<file path="config.mk">
export PLATFORM = sky130hd
export DESIGN_NAME = priority_encoder_drain
export DESIGN_NICKNAME = d
export VERILOG_FILES = /design/src/rtl/priority_encoder_drain_pkg.sv /design/src/rtl/priority_encoder_drain_find_msb.sv /design/src/rtl/priority_encoder_drain.sv
export SDC_FILE = /design/constraint.sdc
export NUM_CORES = 1
export LEC_CHECK = 0
export ABC_AREA = 1
export ABC_CLOCK_PERIOD_IN_PS = 1700
export BUFFER_PORTS_ARGS = -buffer_cell sky130_fd_sc_hd__buf_2
export CORE_UTILIZATION = 30
export CTS_CLUSTER_SIZE = 14
export DETAILED_ROUTE_END_ITERATION = 6
export SYNTH_ARGS = -nofsm -noshare
export SYNTH_HDL_FRONTEND = slang
export SYNTH_SLANG_ARGS = --single-unit
</file>
<file path="constraint.sdc">
create_clock -name clk -period 1.7 [get_ports clk]
set_input_delay 0.17 -clock clk [delete_from_list [all_inputs] [get_ports clk]]
set_output_delay 0.17 -clock clk [all_outputs]
set_load 0.005 [all_outputs]
</file>
<file path="src/rtl/priority_encoder_drain_pkg.sv">
// -----------------------------------------------------------------------------
// penc_pkg
// Shared types and helpers for the priority_encoder_drain block.
//   penc_state_t     : two-state control (IDLE waits for a vector, SCAN drains it)
//   PENC_MAX_W       : widest request vector the helper function supports
//   popcount_is_one  : true when exactly one bit of a (zero-extended) vector is set
// -----------------------------------------------------------------------------
package penc_pkg;

    typedef enum logic {
        PENC_IDLE = 1'b0,
        PENC_SCAN = 1'b1
    } penc_state_t;

    // Request vectors are zero-extended to this width before the one-hot test,
    // so the block supports WIDTH up to 64.
    localparam int PENC_MAX_W = 64;

    // A vector has exactly one bit set when it is nonzero and clearing its
    // lowest set bit leaves nothing behind.
    function automatic logic popcount_is_one(input logic [PENC_MAX_W-1:0] vec);
        logic [PENC_MAX_W-1:0] one_v;
        logic [PENC_MAX_W-1:0] zero_v;
        one_v  = {{(PENC_MAX_W-1){1'b0}}, 1'b1};
        zero_v = {PENC_MAX_W{1'b0}};
        popcount_is_one = (vec != zero_v) && ((vec & (vec - one_v)) == zero_v);
    endfunction

endpackage

</file>
<file path="src/rtl/priority_encoder_drain_find_msb.sv">
// -----------------------------------------------------------------------------
// priority_find_msb
// Purely combinational most-significant-set-bit finder.
// Parameters:
//   WIDTH  input vector width (>= 2)
//   IDX_W  index width, $clog2(WIDTH)
// Ports:
//   vec    in   WIDTH  vector to search
//   idx    out  IDX_W  index of the highest set bit (0 when vec is zero)
//   found  out  1      vec has at least one bit set
// -----------------------------------------------------------------------------
module priority_find_msb #(
    parameter  int WIDTH = 8,
    localparam int IDX_W = $clog2(WIDTH)
) (
    input  logic [WIDTH-1:0] vec,
    output logic [IDX_W-1:0] idx,
    output logic             found
);

    // Ascending scan: a later (higher) set bit overrides earlier ones, so the
    // final value is the MSB index. Only indices below WIDTH can be produced.
    always_comb begin
        idx   = {IDX_W{1'b0}};
        found = |vec;
        for (int i = 0; i < WIDTH; i++) begin
            idx = vec[i] ? IDX_W'(i) : idx;
        end
    end

endmodule

</file>
<file path="src/rtl/priority_encoder_drain.sv">
// -----------------------------------------------------------------------------
// priority_encoder_drain
// Captures a WIDTH-bit request vector through a valid/ready handshake and
// drains its set bits one index per cycle, highest index first, through an
// output valid/ready handshake. A new vector may be accepted on the last beat
// of the current one with no idle cycle in between.
// Optional feature macro: PENC_ONEHOT_EN (adds the out_onehot port).
// Parameters:
//   WIDTH      request vector width (2..64, non-power-of-2 allowed)
//   IDX_W      $clog2(WIDTH), width of out_idx
// Ports:
//   clk        in   1      clock, rising edge
//   rst_n      in   1      asynchronous active-low reset
//   in_valid   in   1      in_req is valid
//   in_ready   out  1      block accepts in_req this cycle
//   in_req     in   WIDTH  request vector, bit i requests index i
//   out_valid  out  1      out_idx is valid
//   out_ready  in   1      consumer takes out_idx this cycle
//   out_idx    out  IDX_W  highest set index of the pending vector
//   out_last   out  1      this beat is the last set bit of the vector
//   out_onehot out  WIDTH  (PENC_ONEHOT_EN only) one-hot form of out_idx
//   busy       out  1      a vector is being drained
// -----------------------------------------------------------------------------
module priority_encoder_drain
    import penc_pkg::*;
#(
    parameter  int WIDTH = 8,
    localparam int IDX_W = $clog2(WIDTH)
) (
    input  logic             clk,
    input  logic             rst_n,
    input  logic             in_valid,
    output logic             in_ready,
    input  logic [WIDTH-1:0] in_req,
    output logic             out_valid,
    input  logic             out_ready,
    output logic [IDX_W-1:0] out_idx,
    output logic             out_last,
`ifdef PENC_ONEHOT_EN
    output logic [WIDTH-1:0] out_onehot,
`endif
    output logic             busy
);

    localparam logic [WIDTH-1:0] ZERO_W = {WIDTH{1'b0}};
    localparam logic [WIDTH-1:0] ONE_W  = {{(WIDTH-1){1'b0}}, 1'b1};

    penc_state_t      state_r;
    penc_state_t      next_state_s;
    logic [WIDTH-1:0] pending_r;
    logic [WIDTH-1:0] next_pending_s;

    logic [IDX_W-1:0] msb_idx_s;
    logic             msb_found_s;
    logic             scan_s;
    logic             valid_s;
    logic             last_s;
    logic             in_ready_s;
    logic             accept_s;
    logic             beat_s;
    logic             req_nonzero_s;

    priority_find_msb #(
        .WIDTH (WIDTH)
    ) u_find_msb (
        .vec   (pending_r),
        .idx   (msb_idx_s),
        .found (msb_found_s)
    );

    // Everything visible at the output is decoded from the state and pending
    // registers; the found flag keeps a beat from ever being offered on an
    // empty pending vector.
    assign scan_s        = (state_r == PENC_SCAN);
    assign valid_s       = scan_s && msb_found_s;
    assign last_s        = valid_s && popcount_is_one(PENC_MAX_W'(pending_r));
    assign in_ready_s    = (state_r == PENC_IDLE) || (scan_s && out_ready && last_s);
    assign accept_s      = in_valid && in_ready_s;
    assign beat_s        = valid_s && out_ready;
    assign req_nonzero_s = (in_req != ZERO_W);

    assign in_ready  = in_ready_s;
    assign out_valid = valid_s;
    assign out_idx   = valid_s ? msb_idx_s : {IDX_W{1'b0}};
    assign out_last  = last_s;
    assign busy      = scan_s;

`ifdef PENC_ONEHOT_EN
    assign out_onehot = valid_s ? (ONE_W << msb_idx_s) : ZERO_W;
`endif

    // Next-state and next-pending decode. A zero vector is accepted but
    // dropped; a vector accepted on the last beat reloads pending directly.
    always_comb begin
        next_state_s   = state_r;
        next_pending_s = pending_r;
        case (state_r)
            PENC_IDLE: begin
                if (accept_s && req_nonzero_s) begin
                    next_state_s   = PENC_SCAN;
                    next_pending_s = in_req;
                end else begin
                    next_state_s   = PENC_IDLE;
                    next_pending_s = ZERO_W;
                end
            end
            PENC_SCAN: begin
                if (beat_s) begin
                    if (last_s) begin
                        if (accept_s && req_nonzero_s) begin
                            next_state_s   = PENC_SCAN;
                            next_pending_s = in_req;
                        end else begin
                            next_state_s   = PENC_IDLE;
                            next_pending_s = ZERO_W;
                        end
                    end else begin
                        next_state_s   = PENC_SCAN;
                        next_pending_s = pending_r & ~(ONE_W << msb_idx_s);
                    end
                end else if (!msb_found_s) begin
                    // Unreachable in normal operation: recover from an empty
                    // pending vector rather than stalling in SCAN.
                    next_state_s   = PENC_IDLE;
                    next_pending_s = ZERO_W;
                end else begin
                    next_state_s   = PENC_SCAN;
                    next_pending_s = pending_r;
                end
            end
            default: begin
                next_state_s   = PENC_IDLE;
                next_pending_s = ZERO_W;
            end
        endcase
    end

    // State and pending-vector registers; reset drops any undrained bits.
    always_ff @(posedge clk or negedge rst_n) begin
        if (!rst_n) begin
            state_r   <= PENC_IDLE;
            pending_r <= ZERO_W;
        end else begin
            state_r   <= next_state_s;
            pending_r <= next_pending_s;
        end
    end

endmodule

</file>
==> run metrics <==
outcome complete, no violations; pwr dens 2450 nW/µm²; clk buf depth 2; Worst setup EP type output port; largest net degree at the start of global routing 10; Comb pwr share about three quarters; fin crit share between 90 and 100%; switching share of total power 53.0%; Req. time, crit path approximately 1.5 ns; Synth Area in Simple Gates 53.5%; Fin Clk Skew between 0.0015 and 0.002 ns; final slew viol count 0; min setup slack post-route approximately 0.018 ns; Sink Count 9; Worst-path clk slew about 0.06 ns; Final Util a little over two fifths; Synth Area in Adders 0%; clk_lat worst skew ~0.25 ns; Setup CP Type flip-flop to output port; TritonRoute pass-1 iters 4; area leader, netlist dfrtp_1; CTS root buf clkbuf_4; post-synthesis compound-gate area fraction a little under a tenth; DRT antenna net count 0; dpl ws about 0.24 ns; gp weighted congestion about 0.9; initial antenna violation count 0; Worst EP arrival approximately 1.5 ns; Die Y 51.1 µm; count leader, synth nand2_1; RSZ-0062 raised after global routing true; total number of placement rows 17; crit-path cells nor2_4, nand2_4, o21ai_1, nand2_2, nor2_2, buf_2; Max-Cap Viols 0; Power Internal about 1.1 mW; ys flop type dfrtp_1; worst r2r src pending_r[0]; Buf+Inv Stages, Crit Path 1; FF-to-FF setup slack around 0.12 ns; synthesized area per cell between 6 and 7 µm²; largest family of logic cells by synthesized area simple AND/OR/NAND/NOR gates; routed vias ~760; yosys warns 0; worst hold path cell count 3; relative slew slack between 80% and 90%; min-delay src in_req[0]; first-pass GRT wire length 2820 µm; top cells by count, synth 31 x nand2_1, 12 x inv_1, 12 x nand3_1, 12 x nor2_1, 9 x dfrtp_1; Hold Crit Class input port to flip-flop; family with the most delay on the worst path simple AND/OR/NAND/NOR gates; Mapped Area about 720 µm²; H-tree levels 1; post-synthesis register bit count 9; HPWL Detailed between 1000 and 1500 µm; Hold Vio Cnt, Final 0; Yosys cell types 19; WL final ~1700 µm; reg2reg end pending_r[6]; # port buffers 18; synth top area cells dfrtp_1 31%, nand2_1 16%, nand3_1 8.3%, inv_1 6.2%, nor2_1 6.2%; Syn-to-layout area delta 35.6%; f_max around 0.59 GHz; drt drc 0; CP Launch Type flip-flop; Synth async-reset ratio 100%; Final Non-Filler Cells between 150 and 200; Tot GR Track Use roughly 14%; routed wire length per instance ~11 µm; Syn Inst Count between 100 and 150; vias in the first global route 712; Post-Syn Nets 118; Die Area roughly 2600 µm²; LEAKAGE 0.512 nW; Worst Hold End pending_r[0]; CP max-delay cell dfrtp_1; number of synthesized flops with an enable pin 0; share of cells above drive strength 1 43.7%; Die W 51.1 µm; DRC marker count from the first detailed-route iteration 10; final net count between 100 and 150; mux contribution to synthesized area 0%; min cycle time layout ~1.7 ns; R2R depth 8; hold slack between 0.15 and 0.2 ns; CTS buffer count 3; Peak VDD IR 1.16 mV; I/O pins 19; CP Max Fanout 4; Synth Area in XOR/XNOR 0%; placeable core region approximately 2200 µm²; Worst-Margin Slew 0.271 ns; Reg power frac 19.4%; fill cell instance count of the final layout approximately 260; post-synth top area share 31.1%; Cells after DPL roughly 150; NetSw roughly 1.3 mW; DR vias/cell 4.68; initial core utilization between 30% and 40%; CP peak stage delay ~0.43 ns; Remaining Overflow, GRT 0; Setup violations, final 0; clock share of power between 6 and 7%; Seq/Total Area, Yosys 31.1%; TritonCTS clock tree yes; Antenna Cells 0
-- kinds of logic after synthesis --
group,after synthesis
simple gates,74
flops,9
compound gates,11
buf+inv,12
-- worst max path at each step --
stage,from,cells after the start,end
2_1_floorplan,pending_r[1],10,pending_r[2]
3_3_place_gp,pending_r[7],8,in_ready
3_5_place_dp,pending_r[1],8,in_ready
4_1_cts,pending_r[4],7,out_idx[0]
5_1_grt,pending_r[7],8,out_last
6_report,pending_r[0],6,out_last
-- routing by layer --
layer  global-route usage (%)  vias to the layer above  wire (µm)
li1                         -                      397          -
met1                     16.8                      351        803
met2                     25.0                       13        880
met3                     1.79                        2         37
met4                     7.87                        0         11
met5                        0                        -          0
-- cell type report --
class / count / area [µm²] / area share (%)
Tap cell: 28 / 35.0 / 3.57
Sequential cell: 9 / 228 / 23.2
Multi-Input combinational cell: 85 / 493 / 50.3
Clock buffer: 4 / 26.3 / 2.68
Inverter: 12 / 47.5 / 4.85
Timing Repair Buffer: 25 / 151 / 15.4
-- worst register-to-register path, delay by kind of cell (launching register included) --
family / cells / cell delay (ns)
AO/OA/AOI/OAI: 2 / 0.38
flip-flops: 1 / 0.43
AND/OR/NAND/NOR: 5 / 0.56
buffers and inverters: 1 / 0.15
-- repair_timing --
item	4_1_cts	5_1_grt
resized for setup	4	16
hold buffers	1	0
setup endpoints to repair	3	5
pin swaps	5	5
endpoints found under the hold margin	9	0
buffers inserted	4	2
-- stage by stage --
| stage | instance area (µm²) | TNS (ns) | power, mW |
|---|---|---|---|
| 3_5_place_dp | 848 | 0 | 1.93 |
| 6_report | 981 | 0 | 2.40 |
| 5_1_grt | 981 | -0.140 | 2.62 |
| 3_3_place_gp | 848 | 0 | 1.93 |
| 2_1_floorplan | 723 | 0 | 1.55 |
| 4_1_cts | 925 | 0 | 2.23 |
-- power by group through the flow --
stage / clock network, mW / registers, mW / logic (mW)
after floorplan: 0 / 0.414 / 1.14
after global placement: 0 / 0.433 / 1.49
after detailed placement: 0 / 0.435 / 1.49
after CTS: 0.166 / 0.436 / 1.63
after global routing: 0.178 / 0.484 / 1.96
final: 0.159 / 0.465 / 1.78
-- state kept, by name, indices dropped and copies added, names as in the netlist --
register and cells:
busy 1, pending_r 8
-- cell usage in the layout (no fill, tap or decap) --
cell type	Yosys	final
nand2_1	31	27
buf_2	0	17
nand3_1	12	11
nor2_1	12	10
nand2_2	4	8
inv_1	12	7
dfrtp_1	9	7
nor2_4	3	6
buf_4	0	6
inv_2	0	4
o21ai_0	4	4
nand2_4	3	3
o21ai_1	3	3
nand3_2	2	3
clkbuf_4	0	3
nor2_2	3	2
nor3_1	2	2
dfrtp_2	0	2
inv_4	0	1
nand3b_1	1	1
a211oi_2	0	1
nor3_4	1	1
a22oi_1	1	1
o21a_1	1	1
a21oi_2	1	1
clkbuf_1	0	1
dlygate4sd3_1	0	1
buf_6	0	1
No activity file was read; power rests on OpenSTA's default activity.
